[config.mk]
export PLATFORM = sky130hd
export DESIGN_NAME = eth_rx_flat
export DESIGN_NICKNAME = d
export VERILOG_FILES = /design/src/rtl/eth_rx_if.sv /design/src/rtl/eth_rx.sv /design/src/flat_wrapper.sv
export SDC_FILE = /design/constraint.sdc
export NUM_CORES = 1
export LEC_CHECK = 0
export CELL_PAD_IN_SITES_DETAIL_PLACEMENT = 1
export CELL_PAD_IN_SITES_GLOBAL_PLACEMENT = 1
export CORE_ASPECT_RATIO = 0.7
export CORE_MARGIN = 2
export CORE_UTILIZATION = 40
export CTS_CLUSTER_DIAMETER = 150
export DETAILED_ROUTE_END_ITERATION = 7
export PLACE_DENSITY_LB_ADDON = 0.3
export SLEW_MARGIN = 20
export SYNTH_ARGS = -nofsm -noshare
export SYNTH_HDL_FRONTEND = slang
export SYNTH_SLANG_ARGS = --single-unit
[constraint.sdc]
create_clock -name clk -period 2.85 [get_ports clk]
set_input_delay 0.7125 -clock clk [delete_from_list [all_inputs] [get_ports clk]]
set_output_delay 0.7125 -clock clk [all_outputs]
set_load 0.03 [all_outputs]
[src/rtl/eth_rx_if.sv]
// eth_rx_if: received-byte stream and frame status from the Manchester receiver.
// master drives the stream (the receiver), slave consumes it.
interface eth_rx_if;
   logic [7:0]  rx_data;
   logic        rx_valid;
   logic        rx_sof;
   logic        rx_eof;
   logic        rx_crc_ok;
   logic [10:0] rx_len;
   logic        rx_active;

   modport master (
      output rx_data, rx_valid, rx_sof, rx_eof, rx_crc_ok, rx_len, rx_active
   );

   modport slave (
      input rx_data, rx_valid, rx_sof, rx_eof, rx_crc_ok, rx_len, rx_active
   );
endinterface

[src/rtl/eth_rx.sv]
// eth_rx: 10BASE-T Manchester receiver at 8 clk per bit. Recovers bits from
// mid-bit edges, hunts preamble/SFD, emits bytes and checks the Ethernet FCS.
module eth_rx (
   input  logic     clk,
   input  logic     rst_n,
   input  logic     rx_eth,
   eth_rx_if.master bus
);

   localparam int unsigned LEN_W   = 11;
   localparam int unsigned CRC_W   = 32;
   localparam int unsigned SIL_W   = 5;
   localparam int unsigned BLANK_W = 3;

   localparam logic [CRC_W-1:0]   CRC_POLY    = 32'hEDB8_8320;
   localparam logic [CRC_W-1:0]   CRC_INIT    = 32'hFFFF_FFFF;
   localparam logic [CRC_W-1:0]   CRC_RESIDUE = 32'hDEBB_20E3;
   localparam logic [LEN_W-1:0]   LEN_MAX     = 11'd2047;
   localparam logic [LEN_W-1:0]   LEN_MIN_OK  = 11'd64;
   localparam logic [LEN_W-1:0]   LEN_MAX_OK  = 11'd1518;
   localparam logic [SIL_W-1:0]   SIL_LOSS    = 5'd16;
   localparam logic [SIL_W-1:0]   SIL_SAT     = 5'd31;
   localparam logic [BLANK_W-1:0] BLANK_CLKS  = 3'd6;

   typedef enum logic [1:0] {IDLE, PREAMBLE, DATA, DROP} state_t;

   // line decoder
   logic [1:0]         sync_q;
   logic               lvl_q;
   logic [BLANK_W-1:0] blank_q;
   logic [SIL_W-1:0]   sil_q;

   logic edge_c, mid_c, lost_c, bit_c;
   assign edge_c = sync_q[1] ^ lvl_q;
   assign mid_c  = edge_c && (blank_q == '0);
   assign lost_c = (sil_q == SIL_LOSS);
   assign bit_c  = sync_q[1];

   always_ff @(posedge clk or negedge rst_n) begin
      if (!rst_n) begin
         sync_q  <= '0;
         lvl_q   <= 1'b0;
         blank_q <= '0;
         sil_q   <= '0;
      end else begin
         sync_q <= {sync_q[0], rx_eth};
         lvl_q  <= sync_q[1];
         // a mid-bit edge opens a 3/4-bit window that swallows the boundary edge
         if (mid_c)
            blank_q <= BLANK_CLKS;
         else if (blank_q != '0)
            blank_q <= blank_q - 3'd1;
         if (edge_c)
            sil_q <= '0;
         else if (sil_q != SIL_SAT)
            sil_q <= sil_q + 5'd1;
      end
   end

   // framer state and datapath
   state_t           state_q, state_d;
   logic [7:0]       sr_q, sr_d;
   logic [3:0]       alt_q, alt_d;
   logic [2:0]       bitcnt_q, bitcnt_d;
   logic [CRC_W-1:0] crc_q, crc_d;
   logic             crc_good_q, crc_good_d;
   logic             first_q, first_d;
   logic [LEN_W-1:0] len_q, len_d;
   logic [7:0]       data_q, data_d;
   logic             valid_q, valid_d;
   logic             sof_q, sof_d;
   logic             eof_q, eof_d;
   logic             ok_q, ok_d;
   logic             active_q, active_d;

   logic [7:0]       sr_shift_c;
   logic [CRC_W-1:0] crc_nx_c;
   assign sr_shift_c = {bit_c, sr_q[7:1]};
   assign crc_nx_c   = {1'b0, crc_q[CRC_W-1:1]} ^ ((crc_q[0] ^ bit_c) ? CRC_POLY : '0);

   always_ff @(posedge clk or negedge rst_n) begin
      if (!rst_n) begin
         state_q    <= IDLE;
         sr_q       <= '0;
         alt_q      <= '0;
         bitcnt_q   <= '0;
         crc_q      <= CRC_INIT;
         crc_good_q <= 1'b0;
         first_q    <= 1'b0;
         len_q      <= '0;
         data_q     <= '0;
         valid_q    <= 1'b0;
         sof_q      <= 1'b0;
         eof_q      <= 1'b0;
         ok_q       <= 1'b0;
         active_q   <= 1'b0;
      end else begin
         state_q    <= state_d;
         sr_q       <= sr_d;
         alt_q      <= alt_d;
         bitcnt_q   <= bitcnt_d;
         crc_q      <= crc_d;
         crc_good_q <= crc_good_d;
         first_q    <= first_d;
         len_q      <= len_d;
         data_q     <= data_d;
         valid_q    <= valid_d;
         sof_q      <= sof_d;
         eof_q      <= eof_d;
         ok_q       <= ok_d;
         active_q   <= active_d;
      end
   end

   always_comb begin
      state_d    = state_q;
      sr_d       = sr_q;
      alt_d      = alt_q;
      bitcnt_d   = bitcnt_q;
      crc_d      = crc_q;
      crc_good_d = crc_good_q;
      first_d    = first_q;
      len_d      = len_q;
      data_d     = data_q;
      valid_d    = 1'b0;
      sof_d      = 1'b0;
      eof_d      = 1'b0;
      ok_d       = 1'b0;
      // lags the state by one clk so it is still high alongside rx_eof
      active_d   = (state_q == PREAMBLE) || (state_q == DATA);

      case (state_q)
         IDLE: begin
            if (mid_c) begin
               state_d = PREAMBLE;
               sr_d    = {bit_c, 7'd0};
               alt_d   = '0;
            end
         end
         PREAMBLE: begin
            if (lost_c) begin
               state_d = IDLE;
            end else if (mid_c) begin
               sr_d = sr_shift_c;
               if (bit_c != sr_q[7]) begin
                  if (alt_q != 4'hF) alt_d = alt_q + 4'd1;
               end else if ((sr_shift_c == 8'hD5) && (alt_q >= 4'd8)) begin
                  state_d    = DATA;
                  bitcnt_d   = '0;
                  crc_d      = CRC_INIT;
                  crc_good_d = 1'b0;
                  first_d    = 1'b1;
                  len_d      = '0;
               end else begin
                  state_d = DROP;
               end
            end
         end
         DATA: begin
            if (lost_c) begin
               // dribble bits after the last whole byte are dropped silently
               eof_d   = 1'b1;
               ok_d    = crc_good_q && (len_q >= LEN_MIN_OK) && (len_q <= LEN_MAX_OK);
               state_d = IDLE;
            end else if (mid_c) begin
               sr_d     = sr_shift_c;
               crc_d    = crc_nx_c;
               bitcnt_d = bitcnt_q + 3'd1;
               if (bitcnt_q == 3'd7) begin
                  valid_d    = 1'b1;
                  sof_d      = first_q;
                  first_d    = 1'b0;
                  data_d     = sr_shift_c;
                  crc_good_d = (crc_nx_c == CRC_RESIDUE);
                  if (len_q != LEN_MAX) len_d = len_q + 11'd1;
               end
            end
         end
         DROP: begin
            if (lost_c) state_d = IDLE;
         end
         default: state_d = IDLE;
      endcase
   end

   assign bus.rx_data   = data_q;
   assign bus.rx_valid  = valid_q;
   assign bus.rx_sof    = sof_q;
   assign bus.rx_eof    = eof_q;
   assign bus.rx_crc_ok = ok_q;
   assign bus.rx_len    = len_q;
   assign bus.rx_active = active_q;

endmodule

[src/flat_wrapper.sv]
// flat-port wrapper written by rule: the top's interface ports become plain ports
module eth_rx_flat 
  (clk, rst_n, rx_eth, bus_rx_data, bus_rx_valid, bus_rx_sof, bus_rx_eof, bus_rx_crc_ok, bus_rx_len, bus_rx_active);
  eth_rx_if bus_i ();
  input  logic clk;
  input  logic rst_n;
  input  logic rx_eth;
  output wire logic [$bits(bus_i.rx_data)-1:0] bus_rx_data;
  output wire logic [$bits(bus_i.rx_valid)-1:0] bus_rx_valid;
  output wire logic [$bits(bus_i.rx_sof)-1:0] bus_rx_sof;
  output wire logic [$bits(bus_i.rx_eof)-1:0] bus_rx_eof;
  output wire logic [$bits(bus_i.rx_crc_ok)-1:0] bus_rx_crc_ok;
  output wire logic [$bits(bus_i.rx_len)-1:0] bus_rx_len;
  output wire logic [$bits(bus_i.rx_active)-1:0] bus_rx_active;
  assign bus_rx_data = bus_i.rx_data;
  assign bus_rx_valid = bus_i.rx_valid;
  assign bus_rx_sof = bus_i.rx_sof;
  assign bus_rx_eof = bus_i.rx_eof;
  assign bus_rx_crc_ok = bus_i.rx_crc_ok;
  assign bus_rx_len = bus_i.rx_len;
  assign bus_rx_active = bus_i.rx_active;
  eth_rx u_core (.clk(clk), .rst_n(rst_n), .rx_eth(rx_eth), .bus(bus_i));
endmodule
==> results.rst <==
.. list-table::
   :header-rows: 1

   * - Metric
     - Value
   * - Run status
     - finished clean
   * - Grt peak-use layer
     - met2
   * - Share of total power in combinational logic
     - 27.8%
   * - Routability-driven placement congestion ratio
     - around 0.76
   * - Antenna violations before repair
     - 0
   * - Global routing usage on met3
     - 5.45%
   * - Cell variety after synth
     - 51
   * - Sequential fraction of the synthesis area
     - slightly above 50%
   * - Detailed-route wire length per cell
     - 18.5 µm
   * - Num ports
     - 27
   * - Switching power
     - between 1 and 1.5 mW
   * - Number of buffers inserted by port buffering
     - 26
   * - CP Class
     - reg2reg
   * - Post-synth EDFFs
     - 0
   * - Achievable Freq
     - 414 MHz
   * - Fraction of layout cells with a size suffix above 1
     - 18.1%
   * - Clock buffer count from CTS
     - 9
   * - Maximum fanout count along the critical path
     - 9
   * - Vertical extent of the die
     - 89.4 µm
   * - Die area
     - roughly 11,000 µm²
   * - Hold Violations, Final
     - 0
   * - PwrDens
     - 711 nW/µm²
   * - Max-slew violation total from the final report
     - 0
   * - Wirelength, routed
     - 9.92 mm
   * - Number of buffers inserted to repair setup after CTS
     - 0
   * - Startpoint of the lowest-slack register-to-register path
     - u_core.blank_q[0]$_DFFE_PN0P_
   * - Layout Cells excl Fill
     - 535
   * - Final worst path period need
     - between 2 and 2.5 ns
   * - Max cap viols
     - 0
   * - TritonCTS clock tree
     - done
   * - Least-Margin Pin Slew
     - 0.731 ns
   * - Length of the first detailed-routing pass in iterations
     - 4
   * - Warnings from Yosys
     - 0
   * - Proportion of synthesized flip-flops having asynchronous set or reset
     - 100%
   * - Post-Syn Area per Cell
     - 11.4 µm²
   * - Area share of the largest cell type after synthesis
     - 31.8%
   * - Global-route usage over all layers
     - 19.1%
   * - Number of cells produced by synthesis
     - between 300 and 400
   * - RSZ-0062 raised after global routing
     - no
   * - Count of nets after finishing
     - 418
   * - Power after layout
     - between 3 and 4 mW
   * - Starting Density
     - 40.7%
   * - Global-route wire length before repair
     - ~17 mm
   * - Hold_buf cts
     - 0
   * - Final TNS setup
     - 0 ns
   * - Top_reg_cell synth
     - dfrtp_1
   * - Final design utilization
     - 47.6%
   * - Via count
     - 3,021
   * - Reg-to-Reg End
     - u_core.bus.rx_len[9]$_DFFE_PN0P_
   * - Count of state elements after synthesis
     - 85
   * - Placed wire-length estimate
     - between 6 and 7 mm
   * - H-Tree Level Count
     - 3
   * - Die Width
     - 126 µm
   * - Congestion Overflow GR
     - 0
   * - Class of the tightest hold or removal check
     - in2async
   * - Max IR drop VDD
     - roughly 330 µV
   * - Worst setup slack for register-to-register paths
     - roughly 0.43 ns
   * - Total inserted antenna cells
     - 0
   * - Cell chosen for the clock root
     - clkbuf_16
   * - Leading cell type in the layout, fill and taps excluded
     - dfrtp_1
   * - Drt first-iter violations
     - 217
   * - Later-pin clock latency in the skew report
     - 0.34 ns
   * - Highest-count cells in the layout ignoring fill and taps
     - dfrtp_1 (53), dfstp_2 (32), o22a_1 (31)
   * - PostCTS Resize Cnt
     - 0
   * - Area of the core
     - 10,200 µm²
   * - DR DRC count
     - 0
   * - Met1 routing resource usage after global routing
     - about a quarter
   * - Clock-pin slew reported for the worst setup and hold paths after clock tree synthesis
     - 0.06 ns
   * - Net switching fraction of the power
     - a little over a third
   * - Via/cell ratio
     - 5.65
   * - Final critical-path share of the clock period
     - 84.9%
   * - Power Internal
     - between 2 and 2.5 mW
   * - Net count after synthesis
     - 386
   * - Post-Syn Area
     - approximately 4200 µm²
   * - Data required time at the worst endpoint
     - 3.07 ns
   * - Worst-case headroom to the max-slew limit
     - 51.2%
   * - Area growth from synthesis to layout
     - 16.9%
   * - Leak pwr
     - 1.96 nW
   * - Sort of element at the end of the critical path
     - flop
   * - Maximum number of pins on one net before global-route repair
     - 38
   * - Number of placed cells counting well taps
     - around 520
   * - Critical Path Source Type
     - flop
   * - Cell row count
     - 31
   * - Area of all placed cells without fillers
     - 4880 µm²
   * - Number of routed nets with antenna violations
     - 0
   * - Leading area contributor after synthesis
     - dfrtp_1
   * - Met2 Usage GRT
     - 29.2%
   * - Main area contributors after synthesis
     - dfrtp_1 (32%), dfstp_2 (20%), o22a_1 (6.5%)
   * - Setup Skew
     - about 0.004 ns
   * - Post-Place Cell Area
     - 4610 µm²
   * - Signal arrival time at the worst endpoint
     - 2.63 ns
   * - Number of global-route vias before repair
     - 3,240
   * - Number of clock sinks seen by CTS
     - between 80 and 90
   * - Clock buffer depth
     - 2
   * - FF-to-FF path depth
     - 7
   * - Sequential share of power
     - 41.0%
   * - Final setup violation count
     - 0
   * - Fraction of power consumed by the clock network
     - around 31%
power by group through the flow:
stage	clock [mW]	sequential (mW)	combinational (mW)
after global placement	0	1.43	0.935
after floorplan	0	1.42	0.727
after global routing	1.17	1.44	1.07
final	1.08	1.42	0.964
after detailed placement	0	1.44	0.966
after CTS	1.11	1.42	0.972
metal layers:
| layer | share of wire, % | up-vias |
|---|---|---|
| met3 | 4.3 | 8 |
| met1 | 50 | 1543 |
| met2 | 44 | 58 |
| li1 | - | 1412 |
| met5 | 0 | - |
| met4 | 0.98 | 0 |
registers in the layout (all words and copies together), names as in the netlist:
name                  count
u_core.bus.rx_data        8
u_core.bitcnt_q           3
u_core.sil_q              5
u_core.bus.rx_valid       1
u_core.state_q            2
u_core.blank_q            3
u_core.crc_q             32
u_core.bus.rx_crc_ok      1
u_core.bus.rx_active      1
u_core.sync_q             2
u_core.alt_q              4
u_core.bus.rx_len        11
u_core.sr_q               7
u_core.bus.rx_sof         1
u_core.bus.rx_eof         1
u_core.crc_good_q         1
u_core.lvl_q              1
u_core.first_q            1
worst max-delay path, cell delays in order, from the launching register on:
cell       delay, ns
dfrtp_1         0.39
inv_1           0.11
ha_1            0.23
nor2b_1         0.40
nand4_2         0.33
nor4_1          0.49
a2bb2oi_1       0.24
o31ai_1         0.10
final cells by class:
cell class / instances / area, µm²
Fill cell: 1126 / 5360
Timing Repair Buffer: 37 / 340
Tap cell: 132 / 165
Inverter: 23 / 86.3
Clock inverter: 4 / 23.8
Multi-Input combinational cell: 242 / 1850
Sequential cell: 85 / 2170
Clock buffer: 12 / 246
cells in the mapped netlist (7+ instances only):
library cell   n
a21oi_1        7
a22o_1         8
buf_2          9
dfrtp_1       53
dfstp_2       32
ha_1          17
inv_1         22
mux2_2         9
mux2i_1        7
nand2_1       26
nand3_1       13
nor2_1        15
nor3_1         9
nor4_1        10
nor4bb_1       7
o21ai_0        9
o22a_1        31
xor2_1        15
worst max-delay path by stage:
stage	to	depth (start not counted)	start	slack, ns
2_1_floorplan	u_core.crc_good_q$_DFFE_PN0P_	8	u_core.crc_q[0]$_DFFE_PN1P_	0.47
3_3_place_gp	u_core.sr_q[7]$_DFFE_PN0P_	6	u_core.blank_q[0]$_DFFE_PN0P_	0.57
3_5_place_dp	u_core.bus.rx_len[9]$_DFFE_PN0P_	7	u_core.blank_q[0]$_DFFE_PN0P_	0.46
4_1_cts	u_core.bus.rx_len[9]$_DFFE_PN0P_	7	u_core.blank_q[0]$_DFFE_PN0P_	0.45
5_1_grt	u_core.bus.rx_data[2]$_DFFE_PN0P_	7	u_core.sil_q[0]$_DFFE_PN0P_	0.24
6_report	u_core.bus.rx_len[9]$_DFFE_PN0P_	7	u_core.blank_q[0]$_DFFE_PN0P_	0.43
cells by family after synthesis:
logic type                 synth area share (%)
xor gates and xnor gates                   4.17
and+or+nand+nor                            14.3
buffers and inverters                      3.96
DFF                                        51.9
adders and majority gates                  5.10
muxes                                      4.11
AOI/OAI and AO/OA                          16.4
metrics by stage:
step	worst slack, ns	hold WS [ns]
after floorplan	0.467	0.331
after global placement	0.567	0.342
after detailed placement	0.457	0.345
after CTS	0.452	0.342
after global routing	0.236	0.347
final	0.432	0.321
No activity file was read; power rests on OpenSTA's default activity.
